File: src/rtl/uart_link_pkg.sv
// Shared constants, FSM state encoding and bus-phase encoding for the
// uart_link_ctrl sequencer and its write engine.
package uart_link_pkg;

  localparam logic [9:0] ADDR_DATA = 10'd0;
  localparam logic [9:0] ADDR_MODE = 10'd2;
  localparam logic [9:0] ADDR_BAUD = 10'd4;

  localparam logic [1:0] MODE_TX = 2'd1;
  localparam logic [1:0] MODE_RX = 2'd2;

  typedef enum logic [3:0] {
    ST_IDLE,
    ST_BAUD_SU,
    ST_BAUD_AC,
    ST_BAUD_GAP,
    ST_MODE_SU,
    ST_MODE_AC,
    ST_MODE_GAP,
    ST_XFER_SU,
    ST_XFER_WAIT,
    ST_DONE
  } state_t;

  typedef enum logic [1:0] {
    WR_IDLE,
    WR_SETUP,
    WR_ACCESS,
    WR_GAP
  } wr_phase_t;

  // Mode register value for a command direction (0 = TX, 1 = RX).
  function automatic logic [1:0] mode_for_dir(input logic dir);
    return dir ? MODE_RX : MODE_TX;
  endfunction

endpackage

File: src/rtl/uart_link_wr_seq.sv
// Bus phase driver for uart_encode: turns a SETUP/ACCESS/GAP phase plus an
// address/data pair into sel/enable/addr/wdata. Shared by the baud, mode and
// data accesses; GAP and IDLE both park the bus at all-zero.
module uart_link_wr_seq
  import uart_link_pkg::*;
(
  input  wr_phase_t   i_phase,
  input  logic [9:0]  i_addr,
  input  logic [31:0] i_wdata,
  output logic        o_sel,
  output logic        o_enable,
  output logic [9:0]  o_addr,
  output logic [31:0] o_wdata
);

  // Decode the current bus phase into the access signals.
  always_comb begin
    o_sel    = 1'b0;
    o_enable = 1'b0;
    o_addr   = '0;
    o_wdata  = '0;
    case (i_phase)
      WR_SETUP: begin
        o_sel   = 1'b1;
        o_addr  = i_addr;
        o_wdata = i_wdata;
      end
      WR_ACCESS: begin
        o_sel    = 1'b1;
        o_enable = 1'b1;
        o_addr   = i_addr;
        o_wdata  = i_wdata;
      end
      default: ;
    endcase
  end

endmodule

File: src/rtl/uart_link_ctrl.sv
// Bus-master sequencer for one uart_encode: programs baud (addr 4) and mode
// (addr 2) only when they differ from the cached values, then performs the
// data access (addr 0) and holds it until uart ready.
// Optional: define UART_LINK_TIMEOUT_EN to bound the wait for ready to
// TIMEOUT_CYC cycles, reporting rsp_err and invalidating the caches.
module uart_link_ctrl
  import uart_link_pkg::*;
#(
  parameter int unsigned DATA_W      = 8,
  parameter int unsigned BAUD_W      = 16,
  parameter int unsigned TIMEOUT_CYC = 4096
) (
  input  logic              clk,
  input  logic              rst,
  input  logic              cmd_valid,
  output logic              cmd_ready,
  input  logic              cmd_dir,
  input  logic [BAUD_W-1:0] cmd_baud,
  input  logic [DATA_W-1:0] cmd_data,
  output logic              rsp_valid,
  output logic [DATA_W-1:0] rsp_data,
  output logic              rsp_err,
  output logic              m_sel,
  output logic              m_enable,
  output logic [9:0]        m_addr,
  output logic [31:0]       m_wdata,
  input  logic [31:0]       m_rdata,
  input  logic              m_ready
);

  state_t            r_state;
  state_t            w_next;
  logic              r_dir;
  logic [BAUD_W-1:0] r_baud;
  logic [DATA_W-1:0] r_data;
  logic              r_baud_vld;
  logic [BAUD_W-1:0] r_baud_q;
  logic              r_mode_vld;
  logic [1:0]        r_mode_q;
  logic [DATA_W-1:0] r_rsp_data;
  logic              r_rsp_err;

  logic              w_accept;
  logic              w_timeout;
  logic [1:0]        w_mode;
  logic [1:0]        w_mode_cmd;
  wr_phase_t         w_phase;
  logic [9:0]        w_addr;
  logic [31:0]       w_wdata;
  logic              w_unused;

  assign w_accept   = cmd_valid && (r_state == ST_IDLE);
  assign w_mode     = mode_for_dir(r_dir);
  assign w_mode_cmd = mode_for_dir(cmd_dir);

  assign cmd_ready  = (r_state == ST_IDLE);
  assign rsp_valid  = (r_state == ST_DONE);
  assign rsp_data   = rsp_valid ? r_rsp_data : '0;
  assign rsp_err    = rsp_valid && r_rsp_err;

`ifdef UART_LINK_TIMEOUT_EN
  localparam int unsigned TO_W = $clog2(TIMEOUT_CYC) + 1;
  logic [TO_W-1:0] r_to_cnt;

  // Wait-cycle counter: cleared on the way into XFER_WAIT, counts while there.
  always_ff @(posedge clk or negedge rst) begin
    if (!rst) begin
      r_to_cnt <= '0;
    end else if (r_state == ST_XFER_SU) begin
      r_to_cnt <= '0;
    end else if (r_state == ST_XFER_WAIT) begin
      r_to_cnt <= r_to_cnt + 1'b1;
    end
  end

  assign w_unused = ^m_rdata[31:DATA_W];
`else
  assign w_unused = ^{m_rdata[31:DATA_W], TIMEOUT_CYC == 0};
`endif

  // Next-state selection; zero baud short-circuits to DONE with no bus traffic.
  always_comb begin
    w_next    = r_state;
    w_timeout = 1'b0;
    case (r_state)
      ST_IDLE: begin
        if (cmd_valid) begin
          if (cmd_baud == '0)
            w_next = ST_DONE;
          else if (!r_baud_vld || (cmd_baud != r_baud_q))
            w_next = ST_BAUD_SU;
          else if (!r_mode_vld || (w_mode_cmd != r_mode_q))
            w_next = ST_MODE_SU;
          else
            w_next = ST_XFER_SU;
        end
      end
      ST_BAUD_SU:  w_next = ST_BAUD_AC;
      ST_BAUD_AC:  w_next = ST_BAUD_GAP;
      ST_BAUD_GAP: begin
        if (!r_mode_vld || (w_mode != r_mode_q))
          w_next = ST_MODE_SU;
        else
          w_next = ST_XFER_SU;
      end
      ST_MODE_SU:  w_next = ST_MODE_AC;
      ST_MODE_AC:  w_next = ST_MODE_GAP;
      ST_MODE_GAP: w_next = ST_XFER_SU;
      ST_XFER_SU:  w_next = ST_XFER_WAIT;
      ST_XFER_WAIT: begin
        if (m_ready) begin
          w_next = ST_DONE;
        end
`ifdef UART_LINK_TIMEOUT_EN
        else if (r_to_cnt == TO_W'(TIMEOUT_CYC - 1)) begin
          w_next    = ST_DONE;
          w_timeout = 1'b1;
        end
`endif
      end
      ST_DONE:     w_next = ST_IDLE;
      default:     w_next = ST_IDLE;
    endcase
  end

  // State register; reset aborts any transfer in flight.
  always_ff @(posedge clk or negedge rst) begin
    if (!rst) r_state <= ST_IDLE;
    else      r_state <= w_next;
  end

  // Latch the command on the accepting handshake.
  always_ff @(posedge clk or negedge rst) begin
    if (!rst) begin
      r_dir  <= 1'b0;
      r_baud <= '0;
      r_data <= '0;
    end else if (w_accept) begin
      r_dir  <= cmd_dir;
      r_baud <= cmd_baud;
      r_data <= cmd_data;
    end
  end

  // Baud/mode caches: updated on the ACCESS cycle of each write.
  always_ff @(posedge clk or negedge rst) begin
    if (!rst) begin
      r_baud_vld <= 1'b0;
      r_baud_q   <= '0;
      r_mode_vld <= 1'b0;
      r_mode_q   <= '0;
    end else begin
      if (r_state == ST_BAUD_AC) begin
        r_baud_vld <= 1'b1;
        r_baud_q   <= r_baud;
      end
      if (r_state == ST_MODE_AC) begin
        r_mode_vld <= 1'b1;
        r_mode_q   <= w_mode;
      end
`ifdef UART_LINK_TIMEOUT_EN
      if (w_timeout) begin
        r_baud_vld <= 1'b0;
        r_mode_vld <= 1'b0;
      end
`endif
    end
  end

  // Response payload: cleared per command, RX byte captured on the ready edge.
  always_ff @(posedge clk or negedge rst) begin
    if (!rst) begin
      r_rsp_data <= '0;
      r_rsp_err  <= 1'b0;
    end else if (w_accept) begin
      r_rsp_data <= '0;
      r_rsp_err  <= (cmd_baud == '0);
    end else if ((r_state == ST_XFER_WAIT) && m_ready && r_dir) begin
      r_rsp_data <= m_rdata[DATA_W-1:0];
    end else if (w_timeout) begin
      r_rsp_err  <= 1'b1;
    end
  end

  // Map FSM state onto a bus phase and the address/data for that access.
  always_comb begin
    w_phase = WR_IDLE;
    w_addr  = '0;
    w_wdata = '0;
    case (r_state)
      ST_BAUD_SU, ST_BAUD_AC: begin
        w_phase = (r_state == ST_BAUD_SU) ? WR_SETUP : WR_ACCESS;
        w_addr  = ADDR_BAUD;
        w_wdata = 32'(r_baud);
      end
      ST_MODE_SU, ST_MODE_AC: begin
        w_phase = (r_state == ST_MODE_SU) ? WR_SETUP : WR_ACCESS;
        w_addr  = ADDR_MODE;
        w_wdata = 32'(w_mode);
      end
      ST_XFER_SU, ST_XFER_WAIT: begin
        w_phase = (r_state == ST_XFER_SU) ? WR_SETUP : WR_ACCESS;
        w_addr  = ADDR_DATA;
        w_wdata = r_dir ? 32'd0 : 32'(r_data);
      end
      ST_BAUD_GAP, ST_MODE_GAP: w_phase = WR_GAP;
      default: ;
    endcase
  end

  uart_link_wr_seq u_wr_seq (
    .i_phase  (w_phase),
    .i_addr   (w_addr),
    .i_wdata  (w_wdata),
    .o_sel    (m_sel),
    .o_enable (m_enable),
    .o_addr   (m_addr),
    .o_wdata  (m_wdata)
  );

endmodule

File: config.mk
export PLATFORM = sky130hd
export DESIGN_NAME = uart_link_ctrl
export DESIGN_NICKNAME = d
export VERILOG_FILES = /design/src/rtl/uart_link_pkg.sv /design/src/rtl/uart_link_wr_seq.sv /design/src/rtl/uart_link_ctrl.sv
export SDC_FILE = /design/constraint.sdc
export NUM_CORES = 1
export LEC_CHECK = 0
export ABC_AREA = 1
export CAP_MARGIN = 20
export CORE_ASPECT_RATIO = 1.25
export CORE_UTILIZATION = 45
export DETAILED_ROUTE_END_ITERATION = 12
export PLACE_DENSITY = 0.8
export SYNTH_ARGS = -nofsm -noshare
export SYNTH_HDL_FRONTEND = slang
export SYNTH_SLANG_ARGS = --single-unit
File: constraint.sdc
create_clock -name clk -period 6.5 [get_ports clk]
set_clock_uncertainty 0.05 [all_clocks]
set_input_delay 0.975 -clock clk [delete_from_list [all_inputs] [get_ports clk]]
set_output_delay 0.975 -clock clk [all_outputs]
set_load 0.005 [all_outputs]
==> results.cfg <==
[logic_synthesis]
syn-cell-area_um2 = 3226
synth.avg_cell_area_um2 = 7.467
synth_top_area_share_pct = 45.00
ys.warnings.count = 0
ys_seq_area_share_pct = 45.00
ys_ff_latch = 58
yosys.area.top_type = dfrtp_1
yosysUniqueCellTypes = 30
ys_top_cells_by_area = dfrtp_1 (45%), nand2_1 (13%), inv_1 (8.4%)
syn_inst = 432

[global_routing]
grt_pass1_vias = 2841
grt_pass1_wl_mm = 12.90
grtUsageTotal_pct = 22.18
grt_overflow_total = 0
antenna_found_initial = 0
grt_max_degree = 59

[pwr]
p_sw_share_pct = 38.94
combPwrFrac_pct = 45.9
peakVddDrop_v = 0.0002384
p_int_mw = 1.156
pwr_density_cell_nw_per_um2 = 458.1
p_leak_nw = 2.063
p_switching_mw = 0.7370
power_frac_seq_pct = 33.4
clockPowerShare_pct = 20.7
total_power_mw = 1.893

[routing]
ant_nets = 0
drtIter0Drc = 281
wl_mm = 7.539
drc = 0
via_count = 2866
wl_per_cell_um = 12.65
via_per_inst = 4.809
drtPass1Iterations = 4

[critical_path]
crit_fanout = 9
r2r_end = r_rsp_data[7]
cp.arrival_ps = 2910
critPathRequiredTime_ps = 5470
reg2reg_slack_ps = 4630
path_class = register to output port
critPathSlowestCell = clkdlybuf4s50_1
r2r_start = r_state[2]
path_cells = inv_1 > nand2_1 > inv_1 > a21boi_0 > nand4_1 > ha_1 > nor2_1 > inv_2 > nor2_1 > clkdlybuf4s50_1
reg2reg_depth = 7
slowest_delay_ps = 510
endpoint_kind = output port
start_kind = register

[clock_network]
post_cts_buffers = 0
root_buffer = clkbuf_8
path_clk_slew_ps = 70
cts.sinks = 58
clock_path_buffers = 2
cts_resized = 0
cts_buffers = 9
cts_tree = built
clk_latency_ps = 340
holdBufCountCts = 0
cts_max_level = 3

[min_path]
hp-class = register to register
hp-start = r_baud_vld
holdPathStages = 2
whs_endpoint = r_baud_vld

[layout]
final_core_util_pct = 59.58
layout-drive-gt1-share_pct = 7.312
area_growth_pct = 28.08
nNetsFinal = 563
diodes = 0
nFillCells = 661

[sta]
fmax_ghz = 0.2539
setup_viol = 0
fin_crit_ps = 3939
finalHoldViolCount = 0
finalSetupTns_ps = 0
rsz0062_at_grt = no
max_slew_margin_pct = 50.62
tightest_slew_ps = 740.7
maxSlewViolCount = 0
fin_crit_sh_pct = 60.60

[placed_design]
io_buffer_count = 67
hpwl_mm = 5.435
place.gp.congestion = 0.8100

[floorplanning]
die_w_um = 77.73
start_util_pct = 46.52
core_area_um2 = 6934
num_io_pins = 116
dieArea_um2 = 7513
dieHeight_um = 96.66
fp-row-count = 34

[outcome]
status = finished, final reports clean

[run]
maxCapViolCount = 0
==> cell families (layout without fill, tap and decap cells) <==
logic type	count (synthesis)	in the layout	share of synthesized area, %
simple gates	184	184	23.16
fa+ha+maj	1	1	0.3878
flops	58	58	45.00
other cells	1	24	0.1163
buf+inv	109	160	15.90
compound gates	71	71	11.95
mux	8	8	3.491
==> sequential cells by signal (all words and copies together) (netlist names) <==
register and flops:
r_baud 16, r_baud_q 16, r_baud_vld 1, r_data 8, r_dir 1, r_mode_q 2
r_mode_vld 1, r_rsp_data 8, r_rsp_err 1, r_state 4
==> through the flow <==
stage          cell area [um^2]  worst slack [ps]  hold slack [ps]  std cells
4_1_cts                    4104              2038            409.2        595
3_5_place_dp               3866              2447            392.0        579
5_1_grt                    4131              2382            457.0        596
2_1_floorplan              3312              3606            371.8        455
3_3_place_gp               3866              2504            390.6        579
6_report                   4131              2561            406.3        596
==> cells in the mapped netlist <==
cell type  count
a21boi_0       1
a21oi_1       19
buf_2          5
buf_4         24
buf_6          1
clkbuf_1       4
clkinv_1       1
conb_1         1
dfrtp_1       58
ha_1           1
inv_1         72
inv_2          2
mux2_2         2
mux2_4         6
nand2_1      108
nand2_2        2
nand2_4        1
nand3_1       21
nand4_1        2
nor2_1        47
nor2_2         2
nor2_4         1
o211ai_1       1
o21ai_0       42
o21ai_1        1
o21ai_2        1
o21ai_4        1
o21bai_1       1
o221ai_1       1
o22ai_1        3
==> how the worst max path moves through the flow <==
stage	start	endpoint	slack (ps)
global route	r_state[3]	m_wdata[10]	2380
finish	r_state[3]	m_wdata[9]	2560
detailed placement	r_state[1]	m_wdata[9]	2450
global placement	r_state[1]	m_wdata[15]	2500
floorplan	r_state[1]	m_wdata[10]	3610
CTS	r_state[1]	m_wdata[9]	2040
==> power by group through the flow <==
stage | combinational [mW] | sequential [mW] | clock (mW)
final | 0.869 | 0.633 | 0.391
after detailed placement | 0.849 | 0.638 | 0
after floorplan | 0.554 | 0.607 | 0
after global placement | 0.821 | 0.630 | 0
after CTS | 0.855 | 0.632 | 0.399
after global routing | 0.983 | 0.653 | 0.413
==> cells in the final DEF (no fill, tap or decap), types with 2 or more instances in the layout <==
master | synthesis | routed
mux2_2 | 2 | 2
o21ai_0 | 42 | 42
o22ai_1 | 3 | 3
bufinv_16 | 0 | 2
nand3_1 | 21 | 21
clkdlybuf4s50_1 | 0 | 66
nand2_2 | 2 | 2
inv_1 | 72 | 72
dfrtp_1 | 58 | 58
nand4_1 | 2 | 2
a21oi_1 | 19 | 19
conb_1 | 1 | 24
nor2_1 | 47 | 47
clkbuf_8 | 0 | 12
mux2_4 | 6 | 6
nand2_1 | 108 | 108
inv_2 | 2 | 2
nor2_2 | 2 | 2
==> area by class of cell <==
type / instances / area (um^2) / share of cell area [%]
inverters: 75 / 281.5 / 6.814
well taps: 90 / 112.6 / 2.726
repair buffers: 69 / 700.7 / 16.96
multi-input cells: 288 / 1348 / 32.62
clock inverters: 4 / 72.57 / 1.757
clock buffers: 12 / 165.2 / 3.998
flip-flops and latches: 58 / 1451 / 35.13
==> worst max-delay path: cells and delay by family (launching register included) <==
family	cells	cell delay [ps]
simple gates	4	650
buf+inv	4	800
compound gates	1	300
flops	1	400
fa+ha+maj	1	430
==> routing by layer <==
metal / global-route usage, % / share of wire (%) / wire length (um) / vias up
met3: 3.774 / 5.2 / 391 / 18
met5: 0 / 0 / 0 / -
li1: - / - / - / 1427
met1: 27.92 / 42 / 3165 / 1322
met2: 35.26 / 49 / 3728 / 99
met4: 13.64 / 3.4 / 253 / 0
No activity file was read; power rests on OpenSTA's default activity.
